--- config.mk ---
export PLATFORM = sky130hd
export DESIGN_NAME = mem_port_arbiter
export DESIGN_NICKNAME = d
export VERILOG_FILES = /design/src/rtl/mem_port_arbiter.sv
export SDC_FILE = /design/constraint.sdc
export NUM_CORES = 1
export LEC_CHECK = 0
export CELL_PAD_IN_SITES_DETAIL_PLACEMENT = 0
export CELL_PAD_IN_SITES_GLOBAL_PLACEMENT = 1
export CORE_AREA = 2 2 132 134
export CTS_BUF_LIST = sky130_fd_sc_hd__clkbuf_4
export DETAILED_ROUTE_END_ITERATION = 7
export DIE_AREA = 0 0 134 136
export DONT_BUFFER_PORTS = 1
export GPL_TIMING_DRIVEN = 0
export PLACE_DENSITY_LB_ADDON = 0.1
export RECOVER_POWER = 50
export SLEW_MARGIN = 40
export SYNTH_ARGS = -nofsm -noshare
export SYNTH_HDL_FRONTEND = slang
export SYNTH_SLANG_ARGS = --single-unit
--- constraint.sdc ---
create_clock -name clk -period 4.7 [get_ports clk]
set_input_delay 0.47 -clock clk [delete_from_list [all_inputs] [get_ports clk]]
set_output_delay 0.47 -clock clk [all_outputs]
set_load 0.02 [all_outputs]
--- src/rtl/mem_port_arbiter.sv ---
// mem_port_arbiter
//   Arbitrates an instruction-fetch requester and a data load/store requester
//   onto one shared memory port. Data wins by default; fetch wins whenever
//   the previous grant went to data, so a data stream cannot starve fetch.
//   Request fields are latched at grant and the port only ever shows the
//   latched copy. Reads complete on port_rvalid, writes on port acceptance;
//   the owner's done pulses one cycle later.
//
// Ports
//   clk, rst                          clock, asynchronous active-high reset
//   if_req / if_addr                  fetch request (held until if_done)
//   d_read / d_write / d_addr /
//   d_wdata / d_wstrb                 data request (held until d_done)
//   port_valid/we/addr/wdata/wstrb    shared port request (wstrb 0 on reads)
//   port_ready, port_rvalid, port_rdata  shared port response
//   if_done / if_rdata                fetch completion pulse and data
//   d_done / d_rdata                  data completion pulse and load data
//   stall                             pipeline stall request (combinational)
//   perf_stall_cnt / perf_grant_cnt   performance counters
//
// Configuration
//   ARB_PERF_CNT_EN  when defined, perf counters are implemented; otherwise
//                    both perf outputs are tied to zero.
module mem_port_arbiter #(
  parameter int AW = 32,
  parameter int DW = 32
) (
  input  logic            clk,
  input  logic            rst,
  input  logic            if_req,
  input  logic [AW-1:0]   if_addr,
  input  logic            d_read,
  input  logic            d_write,
  input  logic [AW-1:0]   d_addr,
  input  logic [DW-1:0]   d_wdata,
  input  logic [DW/8-1:0] d_wstrb,
  output logic            port_valid,
  output logic            port_we,
  output logic [AW-1:0]   port_addr,
  output logic [DW-1:0]   port_wdata,
  output logic [DW/8-1:0] port_wstrb,
  input  logic            port_ready,
  input  logic            port_rvalid,
  input  logic [DW-1:0]   port_rdata,
  output logic            if_done,
  output logic [DW-1:0]   if_rdata,
  output logic            d_done,
  output logic [DW-1:0]   d_rdata,
  output logic            stall,
  output logic [31:0]     perf_stall_cnt,
  output logic [31:0]     perf_grant_cnt
);

  typedef enum logic [1:0] {IDLE, ISSUE, WAIT} state_t;

  state_t state, state_n;
  // Current owner (0=IF, 1=DATA). It is only rewritten at grant, so it also
  // serves as the previous-grant record used by the fairness rule.
  logic   owner;
  logic   grant, grant_data, done_set, capture;
  logic   if_pend, d_pend;

  // A requester whose done is pulsing this cycle still holds its request;
  // masking it keeps IDLE from re-granting an already completed access.
  assign if_pend    = if_req & ~if_done;
  assign d_pend     = (d_read | d_write) & ~d_done;
  assign stall      = if_pend | d_pend;
  assign port_valid = (state == ISSUE);

  always_comb begin
    state_n    = state;
    grant      = 1'b0;
    grant_data = 1'b0;
    done_set   = 1'b0;
    capture    = 1'b0;
    unique case (state)
      IDLE: begin
        if (if_pend && (owner || !d_pend)) begin
          grant = 1'b1;
        end else if (d_pend) begin
          grant      = 1'b1;
          grant_data = 1'b1;
        end
        if (grant) state_n = ISSUE;
      end
      ISSUE: begin
        if (port_ready) begin
          if (port_we) begin
            done_set = 1'b1;
            state_n  = IDLE;
          end else begin
            state_n = WAIT;
          end
        end
      end
      WAIT: begin
        if (port_rvalid) begin
          capture  = 1'b1;
          done_set = 1'b1;
          state_n  = IDLE;
        end
      end
      default: state_n = IDLE;
    endcase
  end

  always_ff @(posedge clk or posedge rst) begin
    if (rst) begin
      state      <= IDLE;
      owner      <= 1'b0;
      port_we    <= 1'b0;
      port_addr  <= '0;
      port_wdata <= '0;
      port_wstrb <= '0;
      if_done    <= 1'b0;
      d_done     <= 1'b0;
      if_rdata   <= '0;
      d_rdata    <= '0;
    end else begin
      state   <= state_n;
      if_done <= done_set & ~owner;
      d_done  <= done_set & owner;
      if (grant) begin
        owner <= grant_data;
        if (grant_data) begin
          // Both d_read and d_write high is treated as a store.
          port_we    <= d_write;
          port_addr  <= d_addr;
          port_wdata <= d_write ? d_wdata : '0;
          port_wstrb <= d_write ? d_wstrb : '0;
        end else begin
          port_we    <= 1'b0;
          port_addr  <= if_addr;
          port_wdata <= '0;
          port_wstrb <= '0;
        end
      end
      if (capture) begin
        if (owner) d_rdata  <= port_rdata;
        else       if_rdata <= port_rdata;
      end
    end
  end

`ifdef ARB_PERF_CNT_EN
  logic [31:0] stall_cnt, grant_cnt;

  always_ff @(posedge clk or posedge rst) begin
    if (rst) begin
      stall_cnt <= '0;
      grant_cnt <= '0;
    end else begin
      if (stall)            stall_cnt <= stall_cnt + 32'd1;
      if (if_done | d_done) grant_cnt <= grant_cnt + 32'd1;
    end
  end

  assign perf_stall_cnt = stall_cnt;
  assign perf_grant_cnt = grant_cnt;
`else
  assign perf_stall_cnt = '0;
  assign perf_grant_cnt = '0;
`endif

endmodule

==> flow_metrics.py <==
metrics = {
    "sta": {
        "worst_pin_slew_ns": 2.664,
        "max_freq_mhz": 425.7,
        "finClkSkew_ns": 0.008886,
        "rsz0062_at_grt": "no",
        "max_slew_margin_pct": -78.61,
        "finalHoldViolCount": 0,
        "finalCritPeriodShare_pct": 49.98,
        "setup_ws_ns": 2.351,
        "setup-tns-final_ns": 0,
        "report.final.slew_viol_count": 59,
        "whs_ns": 0.06454,
        "setup_violations": 0,
        "fin_crit_ns": 2.349,
    },
    "clock_network": {
        "clkSlewWorstSetupHoldPaths_ns": 0.12,
        "htreeDepth": 4,
        "tritoncts": "yes",
        "numCtsBuffers": 17,
        "cts_root_buffer": "clkbuf_4",
        "cts_resized": 0,
        "cts_max_path_buffers": 2,
        "postCtsSetupBuffers": 0,
        "clk_latency_ns": 0.54,
        "cts_sinks": 138,
    },
    "global_route": {
        "grt_max_degree": 81,
        "grt-ovfl-total": 0,
        "grt_antenna_before_repair": 1,
        "grtUsageTotal_pct": 15.23,
        "grt_pass1_wl_um": 20700,
        "grt_pass1_vias": 3580,
    },
    "critical_path": {
        "cp.required_ns": 5.18,
        "cp-end-kind": "flip-flop",
        "critPathLaunchType": "flip-flop",
        "r2r-start": "d_done",
        "cp_max_fo": 10,
        "worstSetupPathType": "reg2reg",
        "cp.arrival_ns": 2.83,
        "worstSetupStartpoint": "d_done",
    },
    "detailed_routing": {
        "drtIter0Drc": 127,
        "wl_um": 14400,
        "detail_route.wl_per_cell_um": 18.18,
        "drt_pre_antenna_iters": 4,
        "drc": 0,
        "vias": 3600,
        "ant_nets": 0,
        "vias_per_cell": 4.545,
    },
    "floorplanning": {
        "core_um2": 16880,
        "io_pins": 340,
        "die_w_um": 134,
        "dieArea_um2": 18220,
        "start_util_pct": 35.51,
        "die_h_um": 136,
        "num_rows": 48,
    },
    "flow_run": {
        "drv_cap": 1,
    },
    "place": {
        "post_dp_cell_area_um2": 6545,
        "dpl.hpwl_um": 11020,
        "pre_cts_ws_ns": 2.930,
        "io_buffers": 0,
        "place.gp.congestion": 0.7291,
    },
    "power": {
        "p_per_area_nw_per_um2": 708.7,
        "comb_power_share_pct": 25.7,
        "p_sw_uw": 2212,
        "switching_share_pct": 44.90,
        "seq_power_share_pct": 59.2,
        "p_int_uw": 2714,
        "clock_power_share_pct": 15.1,
        "leakagePower_uw": 0.003528,
        "ir_drop_mv": 0.2653,
    },
    "finish": {
        "final_area_um2": 6950,
        "seqCellArea_um2": 3453,
        "drive_gt1_share_pct": 32.69,
        "fin_util_pct": 41.18,
        "nets": 697,
        "syn_to_final_growth_pct": 16.00,
        "multiInputGateArea_um2": 2077,
        "fill_cells": 1644,
    },
    "yosys": {
        "ys.flop_type": "dfrtp_1",
        "async_reset_ff_share_pct": 100.0,
        "synth_top_cell_by_area": "dfrtp_1",
        "yosys.cell_types.count": 30,
        "synthDominantCellAreaShare_pct": 57.63,
        "avgSynthCellArea_um2": 13.20,
        "synth_most_common_cell": "dfrtp_1",
        "ys_top_cells_by_count": "dfrtp_1, buf_4, mux2_2",
        "yosys_warnings": 0,
        "ys_ff_latch": 138,
        "syn_area_um2": 5992,
        "ys_seq_area_share_pct": 57.63,
        "synth_edf_count": 0,
        "ys_top_cells_by_area": "dfrtp_1, mux2_2, buf_4",
        "syn_inst": 454,
    },
    "run_status": {
        "status": "finished, violations left",
        "violations": "max-capacitance violations, max-slew violations",
    },
    "worst_hold_path": {
        "hp-start": "d_wdata[17]",
        "hold_path_class": "in2reg",
    },
}
-- cells in the final DEF (no fill, tap or decap), types with 2 or more instances in the layout --
cell             n
nand3b_1         2
buf_2           14
dfrtp_1        138
conb_1          64
o21ai_1          2
clkinvlp_4       3
buf_4           65
inv_1            6
mux2_2          64
dlygate4sd3_1   17
buf_6            3
inv_6            2
o21ai_0         30
clkbuf_4        18
nor2_1           2
mux2i_1         33
a22o_1          36
bufinv_16        2
nand2_1         35
ha_1             4
clkinv_2         4
clkbuf_1         3
clkinv_1         2
buf_8            3
-- critical path: stages (launching register included) --
cell,delay (ns)
dfrtp_1,0.50
o21ba_4,0.30
nand3_2,0.07
clkbuf_1,0.30
nor2_1,0.71
buf_6,0.25
a22o_1,0.16
-- power groups by stage --
| stage | Clock, µW | Sequential [µW] | Combinational, µW |
|---|---|---|---|
| 2_1_floorplan | 0 | 2750 | 1080 |
| 3_3_place_gp | 0 | 2960 | 1250 |
| 3_5_place_dp | 0 | 2950 | 1300 |
| 4_1_cts | 782 | 2940 | 1300 |
| 5_1_grt | 826 | 2980 | 1420 |
| 6_report | 743 | 2920 | 1270 |
-- state kept, by name, indices dropped and copies added (netlist names) --
name        count
d_rdata        32
if_rdata       32
port_addr      32
port_wdata     32
port_wstrb      4
state           2
d_done          1
if_done         1
owner           1
port_we         1
-- layout make-up --
class | instances | area share (%)
tap | 225 | 4.050
buffer | 88 | 9.325
timing repair buffer | 18 | 2.844
antenna | 1 | 0.03600
sequential | 138 | 49.68
clock inverter | 13 | 1.836
clock buffer | 18 | 1.944
multi-input combinational | 284 | 29.88
inverter | 7 | 0.3960
-- per-layer routing --
| metal | wire (µm) | up-vias | global-route usage (%) |
|---|---|---|---|
| li1 | - | 1647 | - |
| met1 | 5215 | 1735 | 16.43 |
| met2 | 7438 | 194 | 26.41 |
| met3 | 1512 | 24 | 6.637 |
| met4 | 235 | 0 | 5.969 |
| met5 | 0 | - | 0 |
-- logic make-up after synthesis --
group	after synthesis	synth area share (%)
DFF	138	57.63
muxes	98	17.73
buffers and inverters	95	11.38
AOI/OAI and AO/OA	73	8.812
and+or+nand+nor	45	3.550
adders and majority gates	4	0.8353
other	1	0.06258
-- through the flow --
step | std cells | total power [µW]
after global routing | 792 | 5226
after floorplan | 517 | 3831
final | 792 | 4926
after global placement | 742 | 4204
after detailed placement | 743 | 4250
after CTS | 787 | 5020
-- repair_timing --
action                                  in CTS  in global routing
endpoints found under the setup margin       0                  0
hold buffers                                13                  4
endpoints found under the hold margin       70                  4
-- final timing paths --
path / to / slack, ns / depth (start not counted)
setup / recovery: port_wdata[5] / 2.35 / 6
hold / removal: port_wdata[17] / 0.06 / 1
setup reg to reg: port_wdata[5] / 2.35 / 6
hold reg to reg: state[0] / 0.54 / 1
max in group asynchronous: port_addr[31] / 2.36 / 2
min in group asynchronous: port_wdata[2] / 1.11 / 2
Note: power is estimated with default switching activity, not from simulation.
